==> config.mk <==
export PLATFORM = sky130hd
export DESIGN_NAME = key_event
export DESIGN_NICKNAME = d
export VERILOG_FILES = /design/src/rtl/key_pkg.sv /design/src/rtl/key_event.sv
export SDC_FILE = /design/constraint.sdc
export NUM_CORES = 1
export LEC_CHECK = 0
export CORE_MARGIN = 3
export CORE_UTILIZATION = 26
export DETAILED_ROUTE_END_ITERATION = 7
export SETUP_SLACK_MARGIN = 0.15
export SYNTH_ARGS = -nofsm -noshare
export SYNTH_HDL_FRONTEND = slang
export SYNTH_SLANG_ARGS = --single-unit
==> constraint.sdc <==
create_clock -name clk -period 3.1 [get_ports clk]
set_clock_uncertainty 0.05 [all_clocks]
set_input_delay 0.62 -clock clk [delete_from_list [all_inputs] [get_ports clk]]
set_output_delay 0.62 -clock clk [all_outputs]
set_load 0.03 [all_outputs]
==> src/rtl/key_pkg.sv <==
// ---------------------------------------------------------------------------
// key_pkg
// Shared constants for the key event generator: FSM state encoding and the
// default timing values for a 100 MHz system clock.
// ---------------------------------------------------------------------------
package key_pkg;

    // FSM state encoding. 2'd3 is never entered; the FSM recovers from it
    // to idle.
    localparam logic [1:0] KS_IDLE   = 2'd0;
    localparam logic [1:0] KS_HOLD   = 2'd1;
    localparam logic [1:0] KS_REPEAT = 2'd2;

    // Default timing at 100 MHz: 0.5 s to long-press, 0.1 s between repeats.
    localparam int KEY_LONG_100M   = 50_000_000;
    localparam int KEY_REPEAT_100M = 10_000_000;

    // Saturation limit of the repeat counter.
    localparam logic [7:0] KEY_RCNT_MAX = 8'hFF;

endpackage

==> src/rtl/key_event.sv <==
// ---------------------------------------------------------------------------
// key_event
// Turns the debounced key level into single-cycle key events: press,
// release, long-press and auto-repeat. Also reports a held flag and a
// saturating count of repeat events in the current hold.
//
// Ports:
//   clk           in   system clock
//   rstn          in   asynchronous active-low reset
//   btn           in   debounced key level, already synchronous to clk
//   press_pulse   out  one-cycle pulse on the press edge
//   release_pulse out  one-cycle pulse on the release edge
//   long_pulse    out  one-cycle pulse when the hold reaches LONG_CYCLES
//   repeat_pulse  out  one-cycle pulse every REPEAT_CYCLES in repeat mode
//   held          out  high while the FSM is not idle
//   repeat_count  out  repeat pulses in the current hold, saturates at 255
//
// All outputs are registered. LONG_CYCLES and REPEAT_CYCLES must be >= 2.
// ---------------------------------------------------------------------------
module key_event
    import key_pkg::*;
#(
    parameter int LONG_CYCLES   = KEY_LONG_100M,
    parameter int REPEAT_CYCLES = KEY_REPEAT_100M
) (
    input  logic       clk,
    input  logic       rstn,
    input  logic       btn,
    output logic       press_pulse,
    output logic       release_pulse,
    output logic       long_pulse,
    output logic       repeat_pulse,
    output logic       held,
    output logic [7:0] repeat_count
);

    // One counter serves both the long-press and the repeat interval, so it
    // only has to reach the larger of the two terminal values.
    localparam int MAX_CYCLES = (LONG_CYCLES > REPEAT_CYCLES) ? LONG_CYCLES : REPEAT_CYCLES;
    localparam int CW         = $clog2(MAX_CYCLES);

    localparam logic [CW-1:0] LONG_LAST   = CW'(LONG_CYCLES - 1);
    localparam logic [CW-1:0] REPEAT_LAST = CW'(REPEAT_CYCLES - 1);

    logic [1:0]    r_state;
    logic [CW-1:0] r_cnt;
    logic          r_press;
    logic          r_release;
    logic          r_long;
    logic          r_repeat;
    logic          r_held;
    logic [7:0]    r_rcnt;

    logic [1:0]    w_state_nxt;
    logic [CW-1:0] w_cnt_nxt;
    logic          w_press;
    logic          w_release;
    logic          w_long;
    logic          w_repeat;
    logic [7:0]    w_rcnt_nxt;

    // btn is tested first in every non-idle state, so a release always wins
    // over a long or repeat event due on the same edge.
    always_comb begin
        w_state_nxt = r_state;
        w_cnt_nxt   = r_cnt;
        w_press     = 1'b0;
        w_release   = 1'b0;
        w_long      = 1'b0;
        w_repeat    = 1'b0;
        w_rcnt_nxt  = r_rcnt;

        case (r_state)
            KS_IDLE: begin
                if (btn) begin
                    w_press     = 1'b1;
                    w_cnt_nxt   = '0;
                    w_rcnt_nxt  = 8'd0;
                    w_state_nxt = KS_HOLD;
                end
            end

            KS_HOLD: begin
                if (!btn) begin
                    w_release   = 1'b1;
                    w_cnt_nxt   = '0;
                    w_state_nxt = KS_IDLE;
                end else if (r_cnt == LONG_LAST) begin
                    w_long      = 1'b1;
                    w_cnt_nxt   = '0;
                    w_state_nxt = KS_REPEAT;
                end else begin
                    w_cnt_nxt   = r_cnt + CW'(1);
                end
            end

            KS_REPEAT: begin
                if (!btn) begin
                    // repeat_count is left alone so it can be read after release.
                    w_release   = 1'b1;
                    w_cnt_nxt   = '0;
                    w_state_nxt = KS_IDLE;
                end else if (r_cnt == REPEAT_LAST) begin
                    w_repeat    = 1'b1;
                    w_cnt_nxt   = '0;
                    if (r_rcnt != KEY_RCNT_MAX) begin
                        w_rcnt_nxt = r_rcnt + 8'd1;
                    end
                end else begin
                    w_cnt_nxt   = r_cnt + CW'(1);
                end
            end

            default: begin
                w_state_nxt = KS_IDLE;
                w_cnt_nxt   = '0;
            end
        endcase
    end

    always_ff @(posedge clk or negedge rstn) begin
        if (!rstn) begin
            r_state   <= KS_IDLE;
            r_cnt     <= '0;
            r_press   <= 1'b0;
            r_release <= 1'b0;
            r_long    <= 1'b0;
            r_repeat  <= 1'b0;
            r_held    <= 1'b0;
            r_rcnt    <= 8'd0;
        end else begin
            r_state   <= w_state_nxt;
            r_cnt     <= w_cnt_nxt;
            r_press   <= w_press;
            r_release <= w_release;
            r_long    <= w_long;
            r_repeat  <= w_repeat;
            // Registered from the next state so it rises with press_pulse
            // and falls with release_pulse.
            r_held    <= (w_state_nxt != KS_IDLE);
            r_rcnt    <= w_rcnt_nxt;
        end
    end

    assign press_pulse   = r_press;
    assign release_pulse = r_release;
    assign long_pulse    = r_long;
    assign repeat_pulse  = r_repeat;
    assign held          = r_held;
    assign repeat_count  = r_rcnt;

endmodule

Word level (Yosys, flattened, before mapping) --
Cells that the tools add are included.
Word-level totals: register bits after elaboration 41, bits of input ports 3, word-level logic and storage cells 50
Operators by class: add/sub/neg operators 2, equal/unequal tests 9, muxes and demuxes 26, reduce and logical (&&, ||, !) cells 5
Operators by type and width (count):
- two-way mux 26 bit | 5
- one-hot mux 26 bit (3 select lines) | 1
- two-way mux 8 bit | 4
- adder 26 x 1 -> 26 bit (second input constant) | 1
- == test 26 x 24 -> 1 bit (second input constant) | 1
- == test 26 bit (second input constant) | 1
- one-hot mux 8 bit (2 select lines) | 1
- two-way mux 1 bit | 10
- adder 8 x 1 -> 8 bit (second input constant) | 1
- two-way mux 2 bit | 4
- inequality test 2 bit (second input constant) | 4
- inequality test 8 bit (second input constant) | 1
- one-hot mux 2 bit (3 select lines) | 1
- AND reduction 5 bit | 1
- nonzero test 2 bit | 2
- == test 2 x 1 -> 1 bit (second input constant) | 1
- == test 2 bit (second input constant) | 1
- zero test 2 bit | 1
- OR reduction 2 bit | 1

Depth between registers and ports, before layout --
Gate-level depths: netlist of the first run.
word-level depth 5, mapped depth 9, gate-level depth less buffers 7

Least setup slack after synthesis of the first run --
Ideal clock, no wire load.
path type reg2reg, start register r_cnt[7], end register r_cnt[13], setup time 0.138 ns, data arrival time 2.077 ns, data required time 2.912 ns, setup slack 0.834 ns, stages on the path, launching flop included 8, cells stage by stage dfrtp_1 > or4b_1 > or4_4 > o21ai_2 > a21oi_1 > buf_2 > a41oi_1 > a31oi_1
Between the ends: longest elaborated chain between the ends 4, elaborated cells between the ends (all ways) 8, those cells by class add/sub: 1; eq/ne: 2; mux: 5
Ends and longest elaborated chain:
- start: declaration | RTL line key_event.sv:46 | logic [CW-1:0] r_cnt;
- start signal: assignment | RTL line key_event.sv:133 | r_cnt <= w_cnt_nxt;
- adder 26 x 1 -> 26 bit, or another cell as far along | RTL line key_event.sv:93, key_event.sv:110
- two-way mux 26 bit (on tied branches) | RTL line key_event.sv:103, key_event.sv:88
- two-way mux 26 bit (on tied branches) | RTL line key_event.sv:98, key_event.sv:84
- one-hot mux 26 bit (3 select lines) (*) | RTL line key_event.sv:73 | case (r_state)
Mark *: on every way between the ends. The rest lies on a longest branch, timed or not. A chain may end at the register's enable or synchronous reset.

Final worst setup path of the first run --
start register r_cnt[13], end register r_cnt[25]
The elaborated chain is that of the path after synthesis.

==> flow_metrics.py, run 1 <==
metrics = {
    "worst_hold_path": {
        "min_path_type": "input pin to asynchronous set/reset pin",
    },
    "setup_path": {
        "crit_start": "r_cnt[13]",
        "r2r-start": "r_cnt[13]",
        "worstSetupPathType": "flop to flop",
        "start_kind": "flop",
        "cp.arrival_ps": 2680,
        "crit_required_ps": 3230,
        "end_kind": "flop",
        "critPathMaxFanout": 13,
    },
    "sta": {
        "clock.fmax_mhz": 393,
        "rsz0062_at_grt": "no",
        "drv_slew": 0,
        "setup_viol": 0,
        "tightest_slew_ps": 934,
        "slew_headroom": 0.377,
        "setup_tns_ps": 0,
        "worst_slack_ps": 553,
        "holdWs_ps": 420,
        "period_share": 0.822,
        "hold_viol": 0,
        "layout_min_cycle_time_ps": 2550,
    },
    "yosys": {
        "async_flop_share": 1.00,
        "yosysSeqAreaShare": 0.431,
        "syn_avg_cell_area_sq_um": 8.88,
        "synth_nets": 277,
        "postSynthCellCount": 268,
        "synth_flop_cell": "dfrtp_1",
        "synth_seq_cells": 41,
        "synthesis.area_sq_um": 2380,
        "synth-edff-count": 0,
        "yosysTopAreaCell": "dfrtp_1",
        "synth_cell_type_count": 50,
        "synth_top_area_share": 0.431,
        "ys_top_cells_by_area": "dfrtp_1 43%, nand2_1 6.6%, a31oi_1 3.7%",
        "ys_warn_count": 0,
    },
    "clocking": {
        "cts_tree": "done",
        "postCtsResizedCells": 0,
        "clock_latency_ps": 290,
        "post-cts-setup-buffers": 0,
        "clkSinkCount": 41,
        "cts_hold_buf": 0,
        "root_buffer": "clkbuf_8",
        "cts_buffers": 5,
        "cts_buffer_depth": 2,
        "path_clk_slew_ps": 80,
        "cts.htree.levels": 2,
    },
    "power_and_ir_drop": {
        "pwr-share-seq": 0.478,
        "p_sw_frac": 0.325,
        "internal-power_mw": 0.814,
        "clkPwrFrac": 0.280,
        "powerDensity_nw_per_um2": 444,
        "leakage_nw": 1.07,
        "comb_power_share": 0.242,
        "fin_total_pwr_mw": 1.20,
        "vdd_ir_drop_max_mv": 0.149,
        "p_sw_mw": 0.391,
    },
    "placement": {
        "dp_cells": 383,
        "place_hpwl_microns": 3840,
        "port_buffers": 15,
        "routabilityCongestion": 0.852,
        "place_area_sq_um": 2640,
        "pre_cts_slack_ps": 521,
    },
    "cells_and_area": {
        "post-route-cell-area_sq_um": 2720,
        "diodes": 0,
        "post-route-util": 0.308,
        "final_cell_mix": "42 x nand2_1, 41 x dfrtp_1, 17 x nand3_1",
        "drive_gt1_frac": 0.0742,
        "final_cells": 391,
        "final_nets": 291,
        "areaGrowthSynthToFinish_pct": 14.1,
        "final_common_cell": "nand2_1",
    },
    "routing": {
        "finalWirelength_microns": 5560,
        "viasPerCell": 5.33,
        "wl_per_cell_microns": 14.2,
        "ant_nets": 0,
        "vias": 2085,
        "drc": 0,
        "highest_layer": "met4",
        "wl_met1_microns": 2700,
        "first_pass_iters": 4,
        "dr.first_iter.drc_count": 116,
        "routed-wl-met2_microns": 2540,
        "route.met3.wl_microns": 275,
    },
    "grt": {
        "grt_pass1_vias": 1976,
        "antenna_found_initial": 0,
        "grt_pass1_wl_microns": 9450,
        "grt_max_degree": 42,
        "grt-ovfl-total": 0,
        "track_usage": 0.113,
    },
    "floorplanning": {
        "ios": 16,
        "num_rows": 34,
        "core-area_sq_um": 8810,
        "start_util": 0.270,
        "die_h_microns": 102,
        "die_w_microns": 102,
        "die-area_sq_um": 10300,
    },
    "flow_run": {
        "max-cap-violations": 0,
    },
    "run_status": {
        "status": "completed",
    },
}
[path summary, 6_finish.rpt]
check,endpoint,cells after the start,slack [ps]
max,r_cnt[25],6,550
min,release_pulse,1,420
max reg2reg,r_cnt[25],6,550
min reg2reg,repeat_count[3],1,470
max in group asynchronous,r_cnt[23],1,2000
min in group clk,repeat_count[3],1,470
[state kept, by name, indices dropped and copies added, names as in the netlist]
| name | cells |
|---|---|
| r_cnt | 26 |
| press_pulse | 1 |
| repeat_count | 8 |
| r_state | 2 |
| repeat_pulse | 1 |
| held | 1 |
| long_pulse | 1 |
| release_pulse | 1 |
[cells in the mapped netlist (4+ instances only)]
cell type  number
a21oi_1        15
nor2_1         14
buf_2           5
or3_1           4
o21ai_1         7
nor3_1          5
nand3_1        17
ha_1            6
a41oi_1         4
nand4_1         9
and3_1          8
a31oi_1        14
clkbuf_1        5
nand2_1        42
dfrtp_1        41
nor4_1          4
inv_1           7
o21ai_0         9
[layer usage]
metal  vias up  GRT usage
met1      1014      0.150
met2        52      0.186
met5         -          0
met4         0     0.0307
li1       1015          -
met3         4     0.0248
[logic make-up (layout without fill, tap and decap cells)]
family | Yosys count | in the layout | share of synthesized area
flops | 41 | 41 | 0.431
fa+ha+maj | 6 | 6 | 0.0315
buf+inv | 19 | 34 | 0.0358
mux | 3 | 3 | 0.0126
compound gates | 67 | 67 | 0.177
xor+xnor | 5 | 5 | 0.0184
simple gates | 127 | 127 | 0.293
[area by class of cell]
| cell class | count | area, sq um |
|---|---|---|
| fill | 917 | 6090 |
| multi-input combinational | 208 | 1270 |
| sequential | 41 | 1030 |
| timing repair buffer | 19 | 175 |
| tap | 108 | 135 |
| clock buffer | 8 | 80.1 |
| inverter | 7 | 26.3 |
[worst max-delay path, cell delays in order, from the launching register on]
cell	delay [ps]
dfrtp_1	430
or4b_1	550
nor4_2	530
a21o_1	230
a21o_2	280
o21ai_1	120
a22o_1	260
[power by group through the flow]
stage,combinational (mW),sequential (mW),clock (mW)
floorplan,0.173,0.612,0
global route,0.321,0.579,0.374
CTS,0.292,0.576,0.351
global placement,0.283,0.585,0
detailed placement,0.288,0.587,0
finish,0.292,0.575,0.338
(Power assumes the default switching activity.)
==> run 2: changes to the inputs <==
Clock period 3.1 ns to 2.4 ns, I/O delays scaled along.
==> run 2 against run 1 <==
Effect of this change: flip-flop and latch count unchanged; worst hold slack worse by 370 ps; final cell count rose by 7.2%; critical path depth grew 1; maximum frequency rose by 13%; wire length increased by 16%; first-iteration DRC count grew 28%.
==> flow_metrics.py, run 2 (synthesis results as in run 1) <==
metrics = {
    "clocking": {
        "cts_buffers": 5,
        "cts.htree.levels": 2,
        "path_clk_slew_ps": 80,
        "cts_tree": "done",
        "root_buffer": "clkbuf_8",
        "clkSinkCount": 41,
        "cts_buffer_depth": 2,
        "clock_latency_ps": 290,
    },
    "cells_and_area": {
        "fill_cells": 897,
        "largest_reg_flops": 26,
        "max_flop_register": "r_cnt",
        "drive_gt1_frac": 0.241,
        "final_cell_mix": "42 x nand2_1, 41 x dfrtp_1, 27 x buf_4",
        "final_nets": 319,
        "final_common_cell": "nand2_1",
        "multi_input_area_sq_um": 1450,
        "areaGrowthSynthToFinish_pct": 32.9,
        "diodes": 0,
        "regArea_sq_um": 1030,
        "post-route-cell-area_sq_um": 3160,
    },
    "sta": {
        "holdWs_ps": 49.0,
        "period_share": 0.943,
        "setup_tns_ps": 0,
        "setup_viol": 0,
        "tightest_slew_ps": 446,
        "clock.fmax_mhz": 442,
        "layout_min_cycle_time_ps": 2260,
        "hold_viol": 0,
        "rsz0062_at_grt": "yes",
        "slew_headroom": 0.699,
        "drv_slew": 0,
        "worst_slack_ps": 137,
    },
    "grt": {
        "grt_pass1_vias": 2059,
        "grt-ovfl-total": 0,
        "grt_pass1_wl_microns": 10000,
        "antenna_found_initial": 0,
        "track_usage": 0.121,
        "grt_max_degree": 32,
    },
    "placement": {
        "place_area_sq_um": 2810,
        "routabilityCongestion": 0.805,
        "place_hpwl_microns": 4340,
        "pre_cts_slack_ps": 99.4,
        "port_buffers": 15,
    },
    "routing": {
        "wl_per_cell_microns": 15.4,
        "ant_nets": 0,
        "route.met3.wl_microns": 315,
        "drc": 0,
        "routed-wl-met2_microns": 3170,
        "viasPerCell": 5.34,
        "finalWirelength_microns": 6460,
        "vias": 2237,
        "highest_layer": "met4",
        "wl_met1_microns": 2950,
        "dr.first_iter.drc_count": 148,
        "first_pass_iters": 4,
    },
    "setup_path": {
        "setup.worst_path.end": "r_cnt[12]",
        "cp.arrival_ps": 2380,
        "worstSetupPathType": "flop to flop",
        "reg2reg_slack_ps": 140,
        "r2r-start": "r_cnt[7]",
        "reg2reg_to": "r_cnt[12]",
        "rr_worst_depth": 7,
        "crit_required_ps": 2510,
        "start_kind": "flop",
        "crit_start": "r_cnt[7]",
        "critPathMaxFanout": 8,
        "end_kind": "flop",
    },
    "flow_run": {
        "max-cap-violations": 0,
    },
    "floorplanning": {
        "start_util": 0.270,
        "ios": 16,
        "core-area_sq_um": 8810,
        "die_w_microns": 102,
        "num_rows": 34,
        "die_h_microns": 102,
        "die-area_sq_um": 10300,
    },
    "run_status": {
        "status": "completed",
    },
    "power_and_ir_drop": {
        "fin_total_pwr_mw": 1.80,
        "vdd_ir_drop_max_mv": 0.248,
        "leakage_nw": 1.28,
        "powerDensity_nw_per_um2": 568,
    },
    "worst_hold_path": {
        "min_path_type": "input pin to asynchronous set/reset pin",
    },
}
## run 2: cell type report
class | count | area share
multi-input cells | 209 | 0.457
flip-flops and latches | 41 | 0.324
repair buffers | 46 | 0.136
well taps | 108 | 0.0427
clock buffers | 7 | 0.0305
inverters | 7 | 0.00831
clock inverters | 1 | 0.00158
## run 2: timing repair
action                                  4_1_cts  5_1_grt
buffers inserted                              1        3
cloned                                        0        4
pin swaps                                     0       15
hold buffers                                  0        0
resized for setup                             2       29
endpoints found under the setup margin        6       27
## run 2: per-layer routing
metal  vias to the layer above  track usage
li1                       1073            -
met1                      1110        0.165
met2                        50        0.196
met3                         4       0.0248
met4                         0       0.0286
met5                         -            0
## run 2: worst min-delay path by stage
stage	startpoint	endpoint	slack (ps)	cells past startpoint
final	rstn	r_cnt[2]	50	1
after global routing	rstn	held	70	1
after CTS	rstn	release_pulse	60	1
after detailed placement	rstn	press_pulse	380	1
after global placement	rstn	held	380	1
after floorplan	rstn	held	130	0
## run 2: where the power goes
part | internal, mW | total, mW | switching, mW
Sequential | 0.723 | 0.745 | 0.0221
Combinational | 0.228 | 0.548 | 0.320
Clock | 0.260 | 0.502 | 0.242
Total | 1.21 | 1.80 | 0.584
## run 2: through the flow
stage / utilization / cells
floorplan: - / 268
global placement: 0.320 / 403
detailed placement: 0.320 / 403
CTS: 0.333 / 412
global route: 0.359 / 419
finish: 0.359 / 419
## run 2: worst max-delay path, stage by stage, from the launching register on
cell     delay, ps
dfrtp_1        380
or4b_1         510
or4_4          450
o21ai_4        220
a21oi_4        140
buf_12         170
a31oi_1        160
a31oi_1         60
==> run 3: changes to the inputs <==
Settings changed: CORE_UTILIZATION 26 to 40, DONT_BUFFER_PORTS set to 1.
==> run 3 against run 2 <==
Effect of this change: clock power decreased by 9.6%; first-iteration DRC count decreased by 2.0%; power decreased by 8.0%; sequential power increased by 5.0%; clock-buffer cell count decreased by 1; core utilization increased by 15 points; non-clock buffer count decreased by 15; sequential share of layout area increased by 3.0 points; die area decreased by 33%; worst hold slack improved by 130 ps; worst setup slack improved by 23 ps.
==> flow_metrics.py, run 3 (synthesis results as in run 1) <==
metrics = {
    "grt": {
        "grt_max_degree": 42,
        "grt_pass1_wl_microns": 9890,
        "antenna_found_initial": 0,
        "track_usage": 0.175,
        "grt-ovfl-total": 0,
        "grt_pass1_vias": 2073,
    },
    "placement": {
        "routabilityCongestion": 0.850,
        "port_buffers": 0,
        "pre_cts_slack_ps": 132,
        "place_hpwl_microns": 4030,
    },
    "sta": {
        "tightest_slew_ps": 486,
        "rsz0062_at_grt": "yes",
        "slew_headroom": 0.676,
        "layout_min_cycle_time_ps": 2240,
        "worst_slack_ps": 160,
        "period_share": 0.933,
        "hold_viol": 0,
        "setup_tns_ps": 0,
        "setup_viol": 0,
        "drv_slew": 0,
        "clock.fmax_mhz": 446,
    },
    "power_and_ir_drop": {
        "vdd_ir_drop_max_mv": 0.423,
        "fin_total_pwr_mw": 1.65,
        "powerDensity_nw_per_um2": 570,
        "leakage_nw": 1.21,
    },
    "floorplanning": {
        "start_util": 0.422,
        "die_h_microns": 83.1,
        "die-area_sq_um": 6910,
        "core-area_sq_um": 5640,
        "num_rows": 27,
        "ios": 16,
        "die_w_microns": 83.1,
    },
    "cells_and_area": {
        "final_nets": 303,
        "final_cell_mix": "42 x nand2_1, 41 x dfrtp_1, 26 x buf_4",
        "diodes": 0,
        "multi_input_area_sq_um": 1380,
        "areaGrowthSynthToFinish_pct": 21.7,
        "regArea_sq_um": 1030,
        "largest_reg_flops": 26,
        "max_flop_register": "r_cnt",
        "final_common_cell": "nand2_1",
        "drive_gt1_frac": 0.203,
        "fill_cells": 530,
    },
    "run_status": {
        "status": "completed",
    },
    "setup_path": {
        "worstSetupPathType": "flop to flop",
        "critPathMaxStageDelay_ps": 490,
        "crit_chain": "or4b_1 > or4_4 > o21ai_4 > a21oi_4 > buf_12 > a41oi_1 > a31oi_1",
        "reg2reg_slack_ps": 160,
        "crit_required_ps": 2530,
        "critPathMaxFanout": 8,
        "crit_family": "simple AND/OR/NAND/NOR gates",
        "rr_worst_depth": 7,
        "cp.arrival_ps": 2370,
        "end_kind": "flop",
        "slowest_stage": "or4b_1",
        "crit_buf_inv": 1,
        "r2r-start": "r_cnt[8]",
        "start_kind": "flop",
        "reg2reg_to": "r_cnt[13]",
    },
    "routing": {
        "dr.first_iter.drc_count": 145,
        "finalWirelength_microns": 6080,
        "drc": 0,
        "wl_per_cell_microns": 16.6,
        "vias": 2167,
        "first_pass_iters": 4,
        "ant_nets": 0,
        "viasPerCell": 5.90,
    },
    "worst_hold_path": {
        "hp-start": "btn",
        "whs_path_depth": 1,
        "min_path_type": "input pin to flop",
        "holdPathEnd": "release_pulse",
    },
    "clocking": {
        "cts_buffer_depth": 2,
        "clock_latency_ps": 300,
        "clkSinkCount": 41,
        "root_buffer": "clkbuf_8",
        "path_clk_slew_ps": 90,
        "cts_buffers": 5,
        "cts_tree": "done",
        "cts.htree.levels": 2,
    },
    "flow_run": {
        "max-cap-violations": 0,
    },
}
run 3: cell count changes in the layout (fill, tap and decap cells not counted), moves of 2 or more:
cell / delta
clkdlybuf4s50_1: -14
a21oi_1: +7
a21oi_2: -5
o21ai_2: -3
a21oi_4: -2
clkbuf_8: -2
o21ai_1: +2
run 3: cell type report:
class,count,area share
clock buffer,6,0.0251
clock inverter,2,0.00346
inverter,7,0.00907
multi-input combinational,208,0.475
sequential,41,0.354
tap,72,0.0311
timing repair buffer,31,0.102
run 3: worst max path at each step:
stage / start / end / slack [ps] / cells after the start
2_1_floorplan: r_cnt[7] / r_cnt[3] / 170 / 7
3_3_place_gp: r_cnt[0] / r_cnt[25] / 150 / 7
3_5_place_dp: r_cnt[0] / r_cnt[25] / 130 / 7
4_1_cts: r_cnt[13] / repeat_count[7] / 160 / 7
5_1_grt: r_cnt[8] / r_cnt[19] / 40 / 8
6_report: r_cnt[8] / r_cnt[13] / 160 / 7
run 3: layer usage:
metal,global-route usage,vias to the layer above,wire length [microns],share of wire
met2,0.272,70,2870,0.47
li1,-,1044,-,-
met3,0.0407,12,334,0.055
met5,0,-,0,0
met4,0.0669,0,95,0.016
met1,0.235,1041,2770,0.46
run 3: repair_timing:
item,4_1_cts,5_1_grt
hold buffers,2,0
resized for setup,3,14
setup endpoints to repair,4,26
setup buffers,1,2
hold endpoints to repair,41,0
gates cloned,0,2
pin swaps,1,6
run 3: metrics by stage:
stage	utilization	area [sq um]	cells	hold slack, ps
final	0.513	2900	367	175
after global routing	0.513	2900	367	166
after CTS	0.489	2760	363	171
after detailed placement	0.465	2620	352	136
after global placement	0.465	2620	352	135
after floorplan	-	2400	268	134
run 3: report_power, final:
group          total (mW)  switching (mW)  internal, mW
registers           0.782          0.0592         0.723
logic               0.416           0.249         0.167
clock network       0.454           0.252         0.202
total                1.65           0.560          1.09
